==> src/rtl/game_pkg.sv <==
// Shared encodings for the reel game: round-controller states and the
// 5-bit indicator codes understood by the display decoder.
package game_pkg;

    typedef enum logic [2:0] {
        ST_IDLE      = 3'd0,
        ST_SPIN      = 3'd1,
        ST_EVAL      = 3'd2,
        ST_SHOW_WIN  = 3'd3,
        ST_SHOW_LOSE = 3'd4
    } state_t;

    localparam logic [4:0] MSG_G = 5'h10;
    localparam logic [4:0] MSG_O = 5'h11;
    localparam logic [4:0] MSG_D = 5'h12;
    localparam logic [4:0] MSG_L = 5'h13;
    localparam logic [4:0] MSG_S = 5'h14;
    localparam logic [4:0] MSG_E = 5'h15;

    function automatic logic [3:0] sat_inc4(input logic [3:0] v);
        return (v == 4'hF) ? v : v + 4'd1;
    endfunction

endpackage

==> src/rtl/reel_round_sequencer_key_edge_detect.sv <==
// Rising-edge detector for level keys: a key held down yields one press.
module key_edge_detect #(
    parameter int w = 4
) (
    input  logic         clk,
    input  logic         reset,
    input  logic [w-1:0] key,
    output logic [w-1:0] press
);

    logic [w-1:0] key_q;

    always_ff @(posedge clk) begin
        if (reset) key_q <= '0;
        else       key_q <= key;
    end

    assign press = key & ~key_q;

endmodule

==> src/rtl/reel_round_sequencer.sv <==
// Round controller: starts reels on a press, stops them from key presses,
// scores the frozen letters and holds GOOD/LOSE on the display.
module reel_round_sequencer
    import game_pkg::*;
#(
    parameter int letter_width  = 4,
    parameter int hold_cycles   = 255,
    parameter bit enforce_order = 1'b1
) (
    input  logic                    clk,
    input  logic                    reset,
    input  logic [3:0]              key,
    input  logic [letter_width-1:0] letter0,
    input  logic [letter_width-1:0] letter1,
    input  logic [letter_width-1:0] letter2,
    input  logic [letter_width-1:0] letter3,
    output logic [3:0]              stop_flag,
    output logic                    end_flag,
    output logic [4:0]              message0,
    output logic [4:0]              message1,
    output logic [4:0]              message2,
    output logic [4:0]              message3,
    output logic [3:0]              score,
    output logic [2:0]              state_out
);

    localparam int CW = (hold_cycles > 1) ? $clog2(hold_cycles) : 1;
    localparam logic [CW-1:0] HOLD_LAST = CW'(hold_cycles - 1);

    state_t            state_q, state_d;
    logic [3:0]        stop_q, stop_d;
    logic              end_q, end_d;
    logic [3:0][4:0]   msg_q, msg_d;
    logic [3:0]        score_q, score_d;
    logic [1:0]        idx_q, idx_d;
    logic [CW-1:0]     cnt_q, cnt_d;
    logic [3:0]        press;
    logic              win;

    key_edge_detect #(.w(4)) u_edge (
        .clk   (clk),
        .reset (reset),
        .key   (key),
        .press (press)
    );

    always_ff @(posedge clk) begin
        if (reset) begin
            state_q <= ST_IDLE;
            stop_q  <= '0;
            end_q   <= 1'b0;
            msg_q   <= '0;
            score_q <= '0;
            idx_q   <= '0;
            cnt_q   <= '0;
        end else begin
            state_q <= state_d;
            stop_q  <= stop_d;
            end_q   <= end_d;
            msg_q   <= msg_d;
            score_q <= score_d;
            idx_q   <= idx_d;
            cnt_q   <= cnt_d;
        end
    end

    always_comb begin
        state_d = state_q;
        stop_d  = stop_q;
        end_d   = end_q;
        msg_d   = msg_q;
        score_d = score_q;
        idx_d   = idx_q;
        cnt_d   = cnt_q;
        win     = (letter0 == letter1) && (letter1 == letter2) && (letter2 == letter3);

        case (state_q)
            ST_IDLE: begin
                if (|press) begin
                    state_d = ST_SPIN;
                    stop_d  = 4'hF;
                    idx_d   = '0;
                end
            end
            ST_SPIN: begin
                // The last reel stops on one edge; evaluation starts on the next.
                if (stop_q == 4'h0) begin
                    state_d = ST_EVAL;
                end else if (enforce_order) begin
                    if (press[idx_q]) begin
                        stop_d[idx_q] = 1'b0;
                        idx_d         = idx_q + 2'd1;
                    end
                end else begin
                    stop_d = stop_q & ~press;
                end
            end
            ST_EVAL: begin
                end_d = 1'b1;
                cnt_d = '0;
                if (win) begin
                    state_d = ST_SHOW_WIN;
                    score_d = sat_inc4(score_q);
                    msg_d   = {MSG_D, MSG_O, MSG_O, MSG_G};
                end else begin
                    state_d = ST_SHOW_LOSE;
                    msg_d   = {MSG_E, MSG_S, MSG_O, MSG_L};
                end
            end
            ST_SHOW_WIN, ST_SHOW_LOSE: begin
                if (cnt_q == HOLD_LAST) begin
                    end_d   = 1'b0;
                    msg_d   = '0;
                    state_d = ST_IDLE;
                end else begin
                    cnt_d = cnt_q + CW'(1);
                end
            end
            default: state_d = ST_IDLE;
        endcase
    end

    assign stop_flag = stop_q;
    assign end_flag  = end_q;
    assign message0  = msg_q[0];
    assign message1  = msg_q[1];
    assign message2  = msg_q[2];
    assign message3  = msg_q[3];
    assign score     = score_q;
    assign state_out = state_q;

endmodule

==> config.mk <==
export PLATFORM = sky130hd
export DESIGN_NAME = reel_round_sequencer
export DESIGN_NICKNAME = d
export VERILOG_FILES = /design/src/rtl/game_pkg.sv /design/src/rtl/reel_round_sequencer_key_edge_detect.sv /design/src/rtl/reel_round_sequencer.sv
export SDC_FILE = /design/constraint.sdc
export NUM_CORES = 1
export LEC_CHECK = 0
export CAP_MARGIN = 20
export CORE_MARGIN = 1.5
export CORE_UTILIZATION = 49
export DETAILED_ROUTE_END_ITERATION = 8
export PLACE_DENSITY = 0.85
export SLEW_MARGIN = 20
export SYNTH_ARGS = -nofsm -noshare
export SYNTH_HDL_FRONTEND = slang
export SYNTH_SLANG_ARGS = --single-unit
export TNS_END_PERCENT = 5
==> constraint.sdc <==
create_clock -name clk -period 3.2 [get_ports clk]
set_input_delay 0.48 -clock clk [delete_from_list [all_inputs] [get_ports clk]]
set_output_delay 0.48 -clock clk [all_outputs]
set_load 0.1 [all_outputs]
==> metrics.txt <==
outcome=finished, final reports clean; post-route minimum period=2350 ps; Syn. warnings=0; area share of fa/ha/maj cells after synthesis=5.36%; Rows=20; Synth Area in Simple Gates=30.1%; largest family of logic cells by synthesized area=simple AND/OR/NAND/NOR gates; post-CTS sizing=0; worst hold slack=494 ps; diodes inserted=0; Num CTS Buffers=3; synthesized cell area=1630 µm²; syn_area_per_cell=8.42 µm²; cts hold-fix bufs=0; Crit. path cell count=1; Clock Power Share=11.5%; DRT Wirelength=3240 µm; Initial Util=52.6%; nets=256; DRT Pass-1 Iters=4; gp weighted congestion=0.784; Crit path max-delay family=buffers and inverters; f_max=425 MHz; initial antenna violation count=0; CP max stage delay=1150 ps; Die Ht=60.7 µm; Lkg Pwr=0.781 nW; max-slew violation count=0; H-tree depth=1; share of cells above drive strength 1=13.7%; Buf/Inv on CP=1; largest cells by area after synthesis=dfxtp_1 (34%), buf_4 (8.3%), ha_1 (5.4%); clk buf depth=2; setup slack, reg-to-reg=1370 ps; CP max FO=3; # Post-CTS Setup Buffers=0; unrepaired setup endpoints after global routing=false; Hold Fails Final Rpt=0; Int Pwr=0.000659 W; port buffer count=45; Final setup viols=0; DP Wirelength=2470 µm; max-cap violations=0; critical-path cell list=clkdlybuf4s50_1; per-cell routed wire length=12.0 µm; Distinct cells, synth=46; Net Sw Frac=56.3%; Die Area=3690 µm²; cell taking the most area after synthesis=dfxtp_1; Worst-Skew Late Latency=340 ps; Layout fillers=276; peak supply drop=0.481 mV; Hold Crit Class=flip-flop to flip-flop; Net Sw Power=0.000850 W; ANT nets after route=0; Slowest cell on crit path=clkdlybuf4s50_1; #FFs+latches synth=28; clock sink count=28; Seq/Total Area, Yosys=34.3%; Crit Path Category=flip-flop to primary output; Synth top area share=34.3%; Crit. End Element=primary output; r2r startpoint=state_out[1]; hold depth=2; mux share of post-synthesis cell area=2.68%; DR vias/cell=5.33; slew of the pin with the lowest slew margin=966 ps; DP Worst Slack=779 ps; CTS tree=yes; grt ovf=0; largest net degree at the start of global routing=30; Worst setup SP type=flip-flop; crit path DAT=1870 ps; Design Power=0.00151 W; post-synthesis compound-gate area fraction=15.2%; Worst Path Required=2720 ps; Crit Reg-Reg Endpoint=score[0]; DRC Markers=0; area of the multi-input gates=902 µm²; 1st-iter DRT viols=29; max_slew headroom=35.4%; Core Box Area=3100 µm²; Post-Synthesis Cells=194; Total GRT Usage=19.8%; worst hold start=cnt_q[7]; setup ws final=845 ps; Final Instance Count excl. Fillers=270; skew final=11.3 ps; R2R cell count=5; vias in the first global route=1342; setup TNS=0 ps; Flop pwr share=29.7%; Worst Hold Path EP=cnt_q[7]; Ports=54; pwr dens=761 nW/µm²; via count=1439; Final period util=73.6%; die width=60.7 µm; Root Buffer=clkbuf_4; Worst-path clk slew=150 ps; XOR/XNOR Fraction of Synth Area=0%; Post-Place Cells=266; global-route wire length before repair=5720 µm; register area=561 µm²; area grow syn2layout=21.5%; Gate power share=58.9%
[layer usage]
| metal | wire length (µm) | share of wire (%) | track usage, % | up-vias |
|---|---|---|---|---|
| met3 | 130 | 4.0 | 5.33 | 3 |
| met1 | 1510 | 47 | 24.1 | 656 |
| li1 | - | - | - | 747 |
| met4 | 13 | 0.40 | 2.80 | 0 |
| met2 | 1590 | 49 | 35.6 | 33 |
| met5 | 0 | 0 | 0 | - |
[synth_stat cells (all sizes together)]
master   count
o21ai        7
nor3         4
o2bb2ai      1
nand2b       9
ha           7
or4b         1
o31a         1
conb         1
nor2b       10
a211o        1
a311oi       1
or3          6
o22ai        1
o221ai       1
o41ai        2
mux2i        1
and4         4
nor4         4
inv          5
o21a         1
mux4         1
a21oi       11
nand4        2
a41oi        1
a31oi        3
nand3       12
buf         21
dfxtp       28
mux2         1
and3         3
nand4b       1
or4          2
or2b         1
and4b        1
nand2        8
a211oi       6
clkbuf       4
nor2        19
nor3b        1
[layout by cell type (no fill, tap or decap), drive strengths merged, types with 2 or more instances in the layout]
master / instances
buf: 20
a21oi: 11
dfxtp: 28
inv: 5
or4: 2
nor3: 4
a211oi: 6
nand2b: 9
conb: 8
nand4: 2
nand2: 8
and3: 3
ha: 7
or3: 6
a31oi: 3
nand3: 12
nor2b: 10
nor2: 19
and4: 4
o21ai: 7
o41ai: 2
clkdlybuf4s50: 26
nor4: 4
clkbuf: 4
[layout make-up]
class | instances | share of cell area (%)
sequential | 28 | 28.3
tap | 44 | 2.78
inverter | 5 | 0.946
multi-input combinational | 143 | 45.5
timing repair buffer | 46 | 20.7
clock buffer | 4 | 1.83
[stage by stage]
stage	utilization [%]	cell area [µm²]
3_5_place_dp	62.7	1950
5_1_grt	63.9	1980
4_1_cts	63.9	1980
2_1_floorplan	-	1660
6_report	63.9	1980
3_3_place_gp	62.7	1950
[registers in the layout, indices dropped and copies added (netlist names)]
register	count
state_out	3
message2	1
cnt_q	8
u_edge.key_q	4
idx_q	2
message1	1
score	4
message0	1
stop_flag	4
[power by group through the flow]
stage / clock [W] / sequential [W] / combinational [W]
6_report: 0.000173 / 0.000447 / 0.000888
5_1_grt: 0.000191 / 0.000459 / 0.000935
4_1_cts: 0.000179 / 0.000448 / 0.000891
3_5_place_dp: 0 / 0.000455 / 0.000887
3_3_place_gp: 0 / 0.000454 / 0.000878
2_1_floorplan: 0 / 0.000694 / 0.000530
[kinds of logic (layout without fill, tap and decap cells)]
kind of cell    after synthesis  after routing
flops                        28             28
simple gates                 88             88
fa+ha+maj                     7              7
mux                           3              3
other cells                   1              8
compound gates               37             37
buf+inv                      30             55
[how the worst max path moves through the flow]
stage / start / to / slack, ps
3_3_place_gp: letter0[0] / score[0] / 860
3_5_place_dp: letter0[0] / score[0] / 780
5_1_grt: message2[0] / message2[0] / 770
6_report: message2[0] / message2[0] / 850
4_1_cts: message2[0] / message2[0] / 820
2_1_floorplan: state_out[0] / cnt_q[7] / 790
Note: power is estimated with default switching activity, not from simulation.
